===== src/rtl/rvc_fetch_aligner.sv =====
// rvc_fetch_aligner: RV32IC fetch front end between the I-cache and IF/ID.
// Fetches aligned 32-bit words, queues them as halfwords in a DEPTH-entry
// circular buffer and presents one aligned instruction per cycle, 16-bit
// compressed or 32-bit, including 32-bit instructions straddling a word.
// Optional feature macro: RVC_FETCH_BYPASS_EN forwards a freshly fetched
// instruction combinationally when the queue holds no usable instruction.
module rvc_fetch_aligner #(
    parameter int unsigned DEPTH    = 8,
    parameter logic [31:0] RESET_PC = 32'h0000_0000
) (
    input  logic        clk,
    input  logic        rst_n,
    output logic        ICACHE_ren,
    output logic [29:0] ICACHE_addr,
    input  logic        ICACHE_stall,
    input  logic [31:0] ICACHE_rdata,
    input  logic        redirect_valid,
    input  logic [31:0] redirect_pc,
    output logic        instr_valid,
    input  logic        instr_ready,
    output logic [31:0] instr_o,
    output logic [31:0] instr_pc,
    output logic        instr_compressed
);

    localparam int unsigned   PW      = $clog2(DEPTH);
    localparam int unsigned   CW      = PW + 1;
    localparam logic [CW-1:0] DEPTH_C = CW'(DEPTH);

    // The cache delivers memory byte 0 in [31:24]; restore little-endian order.
    function automatic logic [31:0] byte_swap(input logic [31:0] d);
        return {d[7:0], d[15:8], d[23:16], d[31:24]};
    endfunction

    // A halfword starts a compressed instruction unless its low bits are 11.
    function automatic logic is_rvc(input logic [15:0] h);
        return (h[1:0] != 2'b11);
    endfunction

    logic [15:0]   q_r [DEPTH];
    logic [PW-1:0] rd_ptr_r;
    logic [PW-1:0] wr_ptr_r;
    logic [CW-1:0] count_r;
    logic [29:0]   fetch_word_r;
    logic          skip_lo_r;
    logic [31:0]   head_pc_r;
    logic [31:0]   last_instr_r;

    logic [31:0]   w_s;
    logic [CW-1:0] free_s;
    logic [CW-1:0] avail_s;
    logic          accept_s;
    logic [1:0]    push_n_s;
    logic [1:0]    pop_n_s;
    logic [PW-1:0] rd1_s;
    logic [PW-1:0] wr1_s;
    logic [15:0]   v0_s;
    logic [15:0]   v1_s;
    logic          head_rvc_s;
    logic          valid_s;
    logic [31:0]   view_s;
    logic          unused_ok_s;
`ifdef RVC_FETCH_BYPASS_EN
    logic [15:0]   in0_s;
    logic [15:0]   in1_s;
`endif

    // Fetch request, acceptance and number of halfwords pushed this cycle
    always_comb begin
        w_s         = byte_swap(ICACHE_rdata);
        free_s      = DEPTH_C - count_r;
        ICACHE_ren  = (free_s >= CW'(2)) && !redirect_valid;
        ICACHE_addr = fetch_word_r;
        accept_s    = ICACHE_ren && !ICACHE_stall;
        if (!accept_s) begin
            push_n_s = 2'd0;
        end else if (skip_lo_r) begin
            push_n_s = 2'd1;
        end else begin
            push_n_s = 2'd2;
        end
        wr1_s = wr_ptr_r + PW'(1);
        rd1_s = rd_ptr_r + PW'(1);
    end

    // Head-of-stream view, decode, pop amount and output drive
    always_comb begin
`ifdef RVC_FETCH_BYPASS_EN
        // Queued halfwords come first, the word arriving this cycle follows.
        in0_s   = skip_lo_r ? w_s[31:16] : w_s[15:0];
        in1_s   = w_s[31:16];
        avail_s = count_r + CW'(push_n_s);
        if (count_r >= CW'(2)) begin
            v0_s = q_r[rd_ptr_r];
            v1_s = q_r[rd1_s];
        end else if (count_r == CW'(1)) begin
            v0_s = q_r[rd_ptr_r];
            v1_s = in0_s;
        end else begin
            v0_s = in0_s;
            v1_s = in1_s;
        end
`else
        avail_s = count_r;
        v0_s    = q_r[rd_ptr_r];
        v1_s    = q_r[rd1_s];
`endif
        head_rvc_s = is_rvc(v0_s);
        if (head_rvc_s) begin
            valid_s = (avail_s >= CW'(1));
            view_s  = {16'h0000, v0_s};
        end else begin
            valid_s = (avail_s >= CW'(2));
            view_s  = {v1_s, v0_s};
        end
        if (valid_s && instr_ready) begin
            pop_n_s = head_rvc_s ? 2'd1 : 2'd2;
        end else begin
            pop_n_s = 2'd0;
        end
        instr_valid      = valid_s;
        instr_o          = valid_s ? view_s : last_instr_r;
        instr_compressed = valid_s && head_rvc_s;
        instr_pc         = head_pc_r;
        // Bit 0 of the redirect target is architecturally meaningless.
        unused_ok_s      = redirect_pc[0];
    end

    // Queue pointers, occupancy, fetch address and head PC; redirect wins
    always_ff @(posedge clk or negedge rst_n) begin
        if (!rst_n) begin
            rd_ptr_r     <= {PW{1'b0}};
            wr_ptr_r     <= {PW{1'b0}};
            count_r      <= {CW{1'b0}};
            fetch_word_r <= RESET_PC[31:2];
            skip_lo_r    <= RESET_PC[1];
            head_pc_r    <= RESET_PC;
        end else if (redirect_valid) begin
            rd_ptr_r     <= {PW{1'b0}};
            wr_ptr_r     <= {PW{1'b0}};
            count_r      <= {CW{1'b0}};
            fetch_word_r <= redirect_pc[31:2];
            skip_lo_r    <= redirect_pc[1];
            head_pc_r    <= {redirect_pc[31:1], 1'b0};
        end else begin
            wr_ptr_r  <= wr_ptr_r + PW'(push_n_s);
            rd_ptr_r  <= rd_ptr_r + PW'(pop_n_s);
            count_r   <= count_r + CW'(push_n_s) - CW'(pop_n_s);
            head_pc_r <= head_pc_r + {29'd0, pop_n_s, 1'b0};
            if (accept_s) begin
                fetch_word_r <= fetch_word_r + 30'd1;
                skip_lo_r    <= 1'b0;
            end
        end
    end

    // Halfword storage: write the accepted word's halfwords at wr_ptr
    always_ff @(posedge clk or negedge rst_n) begin
        if (!rst_n) begin
            for (int unsigned i = 0; i < DEPTH; i++) begin
                q_r[i] <= 16'h0000;
            end
        end else if (!redirect_valid && (push_n_s != 2'd0)) begin
            if (skip_lo_r) begin
                q_r[wr_ptr_r] <= w_s[31:16];
            end else begin
                q_r[wr_ptr_r] <= w_s[15:0];
                q_r[wr1_s]    <= w_s[31:16];
            end
        end
    end

    // Hold the last presented instruction so instr_o is stable while empty
    always_ff @(posedge clk or negedge rst_n) begin
        if (!rst_n) begin
            last_instr_r <= 32'h0000_0000;
        end else if (valid_s) begin
            last_instr_r <= view_s;
        end
    end

endmodule


===== config.mk =====
export PLATFORM = sky130hd
export DESIGN_NAME = rvc_fetch_aligner
export DESIGN_NICKNAME = d
export VERILOG_FILES = /design/src/rtl/rvc_fetch_aligner.sv
export SDC_FILE = /design/constraint.sdc
export NUM_CORES = 1
export LEC_CHECK = 0
export CORE_MARGIN = 5
export CORE_UTILIZATION = 57
export CTS_BUF_LIST = sky130_fd_sc_hd__clkbuf_16
export CTS_CLUSTER_DIAMETER = 150
export CTS_CLUSTER_SIZE = 10
export DETAILED_ROUTE_END_ITERATION = 10
export PLACE_DENSITY_LB_ADDON = 0.3
export SLEW_MARGIN = 30
export SYNTH_ARGS = -nofsm -noshare
export SYNTH_HDL_FRONTEND = slang
export SYNTH_SLANG_ARGS = --single-unit

===== constraint.sdc =====
create_clock -name clk -period 4.7 [get_ports clk]
set_input_delay 0.94 -clock clk [delete_from_list [all_inputs] [get_ports clk]]
set_output_delay 0.94 -clock clk [all_outputs]
set_load 0.02 [all_outputs]

==> results of run 1 <==
-- flip-flops by register name, indices dropped and copies added, names as in the netlist --
signal,cells
q_r,128
last_instr_r,32
instr_pc,31
ICACHE_addr,30
avail_s,4
rd_ptr_r,3
wr_ptr_r,3
skip_lo_r,1
-- cells in the mapped netlist (12+ instances only) --
cell	number	area, um^2
nand4_1	15	93.8
mux2i_1	18	180
buf_2	12	60.1
buf_1	25	93.8
clkbuf_1	74	278
dfrtp_1	232	5810
mux2_2	41	462
a22oi_1	128	961
o21ai_0	26	130
nand3_1	26	130
nor2_1	38	143
o2bb2ai_1	80	701
o22ai_1	65	407
inv_1	38	143
ha_1	16	200
xor2_1	13	114
xnor2_1	36	315
mux4_2	64	1440
nand2_1	56	210
mux2_1	68	766
-- critical path, cell delays in order, from the launching register on --
cell,delay (ps)
dfrtp_4,620
mux4_2,560
mux2i_2,300
nor2_2,170
mux2_2,550
mux2_4,340
clkdlybuf4s50_1,540
-- path summary, 6_finish.rpt --
kind | startpoint | end | slack [ps] | cells past startpoint
worst max-delay path | rd_ptr_r[0]$_DFF_PN0_ | instr_o[8] | 120 | 6
worst min-delay path | rst_n | instr_pc[28]$_DFF_PN0_ | 270 | 1
worst max register to register | rd_ptr_r[0]$_DFF_PN0_ | instr_pc[12]$_DFF_PN0_ | 740 | 10
worst min register to register | last_instr_r[12]$_DFF_PN0_ | last_instr_r[12]$_DFF_PN0_ | 490 | 1
max in group asynchronous | rst_n | q_r[53]$_DFFE_PN0P_ | 3220 | 3
min in group clk | last_instr_r[12]$_DFF_PN0_ | last_instr_r[12]$_DFF_PN0_ | 490 | 1
-- metrics by stage --
| stage | hold WS [ps] | power [uW] | utilization | worst slack [ps] | cell area, um^2 |
|---|---|---|---|---|---|
| CTS | 492 | 9060 | 0.683 | 94.7 | 16600 |
| finish | 266 | 9180 | 0.687 | 125 | 16700 |
| detailed placement | 478 | 7220 | 0.654 | 478 | 15900 |
| global route | 298 | 9610 | 0.687 | 2.22 | 16700 |
| global placement | 475 | 7070 | 0.653 | 575 | 15800 |
| floorplan | 467 | 5720 | - | 843 | 14000 |
-- report_power, final --
part / leakage, uW / switching, uW / total (uW) / internal (uW)
Sequential: 0.00300 / 492 / 2970 / 2480
Combinational: 0.00318 / 2350 / 4400 / 2050
Clock: 0.000353 / 804 / 1810 / 1010
Total: 0.00653 / 3640 / 9180 / 5540
-- area by class of cell --
cell class              count  area (um^2)
well taps                 324          405
flip-flops and latches    232         5810
clock inverters             4         20.0
fillers                  1759         7590
repair buffers            190         1870
inverters                  40          151
clock buffers              27          676
multi-input cells         854         7730
-- routing by layer --
layer	part of all wire	up-vias
met1	0.37	5902
met3	0.11	199
met2	0.47	813
met4	0.049	4
li1	-	5027
met5	0.00060	-
-- what timing repair did --
item	in CTS	in global routing
setup buffers	1	0
gates cloned	0	1
gates resized for setup	0	2
endpoints found under the setup margin	10	7
-- kinds of logic (layout without fill, tap and decap cells) --
| family | Yosys count | count (layout) | share of synthesized area |
|---|---|---|---|
| AOI/OAI and AO/OA | 365 | 365 | 0.192 |
| DFF | 232 | 232 | 0.415 |
| and+or+nand+nor | 213 | 213 | 0.0796 |
| muxes | 204 | 205 | 0.217 |
| buffers and inverters | 155 | 261 | 0.0445 |
| xor gates and xnor gates | 49 | 49 | 0.0307 |
| adders and majority gates | 21 | 21 | 0.0214 |
| other | 1 | 1 | 0.000268 |
==> results_dict.tcl, run 1 <==
set metrics [dict create \
    instances_no_fill 1671 \
    syn_area_mm2 0.0140 \
    rsz0062_at_grt "false" \
    grt_max_degree 122 \
    path_clk_slew_ps 70 \
    htreeDepth 1 \
    grt_usage 0.314 \
    routabilityCongestion 0.904 \
    firstDrtPassIters 6 \
    max-vdd-ir-drop_mv 0.351 \
    powerDensity_mw_per_mm2 551 \
    required_ps 3760 \
    start_util 0.577 \
    drc 0 \
    post-place-cells 1636 \
    yosys_most_used_dff "dfrtp_1" \
    fin_crit_sh 0.973 \
    ys_warn_count 0 \
    num_antenna_cells 0 \
    final_common_cell "dfrtp_1" \
    synth_edf_count 0 \
    drt_wl_total_um 44900 \
    row_count 57 \
    worst_slew_pin_slew_ps 1100 \
    vias 11900 \
    ios 166 \
    final_layout_size_suffix_gt1_frac 0.154 \
    setup_viol 0 \
    synthArstFlopShare 1.00 \
    final_cell_mix "dfrtp_1 (229), clkdlybuf4s50_1 (161), a22oi_1 (128)" \
    syn_nets 1330 \
    grt_pass1_wl_um 69900 \
    tns_ps 0 \
    antenna_found_initial 2 \
    status "completed" \
    first_iter_violations 1591 \
    cts_tree "yes" \
    core_mm2 0.0242 \
    viasPerCell 7.15 \
    die_y_um 167 \
    synth-seq-cells 232 \
    finalCriticalPeriod_ps 4580 \
    hold_viol_final 0 \
    hp-class "in -> async" \
    met2_usage 0.500 \
    max-slew-margin-rel 0.261 \
    cts_root_buf "clkbuf_16" \
    skew_ps 16.5 \
    die_x_um 167 \
    slew_violations 0 \
    syn_area_per_cell_um2 11.3 \
    crit_fanout 16 \
    io_buffers 163 \
    use_met1 0.410 \
    cp-start-kind "register" \
    cp.arrival_ps 3640 \
    cts_made_buffers 27 \
    cts_sinks 232 \
    dieArea_mm2 0.0278 \
    path_class "reg -> out" \
    top_usage_layer "met2" \
    drv_cap 0 \
    fmax_mhz 219 \
    post_drt_wl_per_cell_um 26.9 \
    grt_overflow 0 \
    grt_pass1_vias 12300 \
    place.detailed.hpwl_um 28500 \
    area_growth_syn_to_layout_pct 19.0 \
    synth_seq_area_share 0.415 \
    endpoint_kind "output port" \
    ant_nets 0 \
    netlist_instances 1240 \
    hold_buffers 0 \
    nets 1435 \
    grt_use_met3 0.0725 \
    ctsLongestPathBuffers 3 \
    synth_cell_types 61 \
    p_leak_uw 0.00653 \
    clk_latency_ps 540 \
]
No activity file was read; power rests on OpenSTA's default activity.
==> run 2, diff against run 1 <==
- CORE_MARGIN: 5 -> 2
==> results_dict.tcl, run 2 (same netlist as run 1, synthesis figures left out) <==
set metrics [dict create \
    grt_max_degree 116 \
    place.detailed.hpwl_um 27900 \
    first_iter_violations 1596 \
    cp.arrival_ps 3570 \
    area_growth_syn_to_layout_pct 18.6 \
    drt_wl_total_um 43600 \
    sw_frac_of_total 0.391 \
    worst_path_max_delay_cell "dfrtp_4" \
    grt_pass1_wl_um 67400 \
    post_drt_wl_per_cell_um 26.1 \
    pwr-share-seq 0.325 \
    post-place-cells 1636 \
    worst_slew_pin_slew_ps 1070 \
    required_ps 3760 \
    largest-register "q_r" \
    drv_cap 0 \
    cts_tree "yes" \
    switchingPower_uw 3570 \
    pwr-share-clk 0.200 \
    row_count 57 \
    instances_no_fill 1669 \
    fmax_mhz 222 \
    skew_ps 21.0 \
    crit_fanout 31 \
    nets 1432 \
    p_leak_uw 0.00650 \
    max-vdd-ir-drop_mv 0.307 \
    tns_ps 0 \
    htreeDepth 1 \
    die_x_um 161 \
    viasPerCell 7.10 \
    cp_cell_sequence "mux4_2 -> mux2i_2 -> nor2_1 -> mux2_4 -> mux2_1 -> clkdlybuf4s50_1" \
    fin_util 0.685 \
    path_buf_inv 1 \
    vias 11900 \
    largest_reg_flops 128 \
    hp-class "in -> async" \
    whs_ps 331 \
    p_int_uw 5550 \
    io_buffers 163 \
    grt_usage 0.335 \
    ios 166 \
    slowest_delay_ps 570 \
    routabilityCongestion 0.877 \
    powerDensity_mw_per_mm2 549 \
    path_class "reg -> out" \
    p_comb_frac 0.474 \
    rsz0062_at_grt "false" \
    start_util 0.577 \
    final_cell_mix "dfrtp_1 (229), clkdlybuf4s50_1 (161), a22oi_1 (128)" \
    cts_root_buf "clkbuf_16" \
    drc 0 \
    cts_sinks 232 \
    final_layout_size_suffix_gt1_frac 0.151 \
    slew_violations 0 \
    num_antenna_cells 0 \
    final_common_cell "dfrtp_1" \
    setup_viol 0 \
    crit_family "multiplexers" \
    clk_latency_ps 540 \
    core_mm2 0.0242 \
    cp-start-kind "register" \
    grt_pass1_vias 11900 \
    dieArea_mm2 0.0258 \
    hold_buffers 0 \
    grt_overflow 0 \
    status "completed" \
    cts_made_buffers 27 \
    fin_crit_sh 0.960 \
    antenna_found_initial 0 \
    ant_nets 0 \
    firstDrtPassIters 6 \
    path_clk_slew_ps 60 \
    ctsLongestPathBuffers 3 \
    finalCriticalPeriod_ps 4510 \
    die_y_um 161 \
    endpoint_kind "output port" \
    hold_viol_final 0 \
    max-slew-margin-rel 0.287 \
]
[run 2: changes by cell type in the layout (fill, tap and decap cells not counted), sizes merged]
cell | before | now
mux2 | 121 | 120
inv | 43 | 44
buf | 29 | 27
[run 2: power groups by stage]
stage	sequential, uW	combinational (uW)	clock (uW)
finish	2960	4330	1830
floorplan	2840	2870	0
CTS	2940	4280	1830
detailed placement	2960	4250	0
global route	3010	4580	1910
global placement	2930	4150	0
[run 2: stage by stage]
step	power, uW	area [um^2]	setup slack [ps]
finish	9120	16600	189
global route	9510	16600	31.4
CTS	9050	16600	13.8
detailed placement	7210	15900	582
global placement	7080	15800	672
floorplan	5720	14000	843
[run 2: worst register-to-register path: cells and delay by family (launching register included)]
kind                     cells  cell delay [ps]
buffers and inverters        1              190
adder cells (fa/ha/maj)      2              460
multiplexers                 3             1100
flip-flops                   1              570
XOR/XNOR                     1              130
AND/OR/NAND/NOR              6             1320
[run 2: timing repair]
item                                    CTS  global route
endpoints found under the setup margin    0            30
buffers inserted                          0             0
resized for setup                         0             2
endpoints found under the hold margin     0             0
[run 2: cell type report]
cell class,count,area (um^2)
clock inverter,5,28.8
fill,1756,7640
clock buffer,27,676
multi-input combinational,853,7690
inverter,40,151
timing repair buffer,188,1840
tap,324,405
sequential,232,5810
[run 2: worst paths after layout]
path                                           startpoint                        end  slack, ps  cells past startpoint
min in group clk                last_instr_r[9]$_DFF_PN0_  last_instr_r[9]$_DFF_PN0_        490                      1
worst max-delay path                rd_ptr_r[0]$_DFF_PN0_                 instr_o[2]        190                      6
max in group asynchronous                           rst_n        q_r[68]$_DFFE_PN0P_       3190                      2
worst min-delay path                                rst_n     instr_pc[27]$_DFF_PN0_        330                      1
worst min register to register  last_instr_r[9]$_DFF_PN0_  last_instr_r[9]$_DFF_PN0_        490                      1
worst max register to register      rd_ptr_r[0]$_DFF_PN0_     instr_pc[19]$_DFF_PN0_        820                     13
[run 2: metal layers]
metal | wire length, um | global-route usage | up-vias
met2 | 21100 | 0.545 | 800
met4 | 1840 | 0.146 | 0
li1 | - | - | 5013
met5 | 0 | 0 | -
met1 | 16100 | 0.435 | 5862
met3 | 4570 | 0.0733 | 177
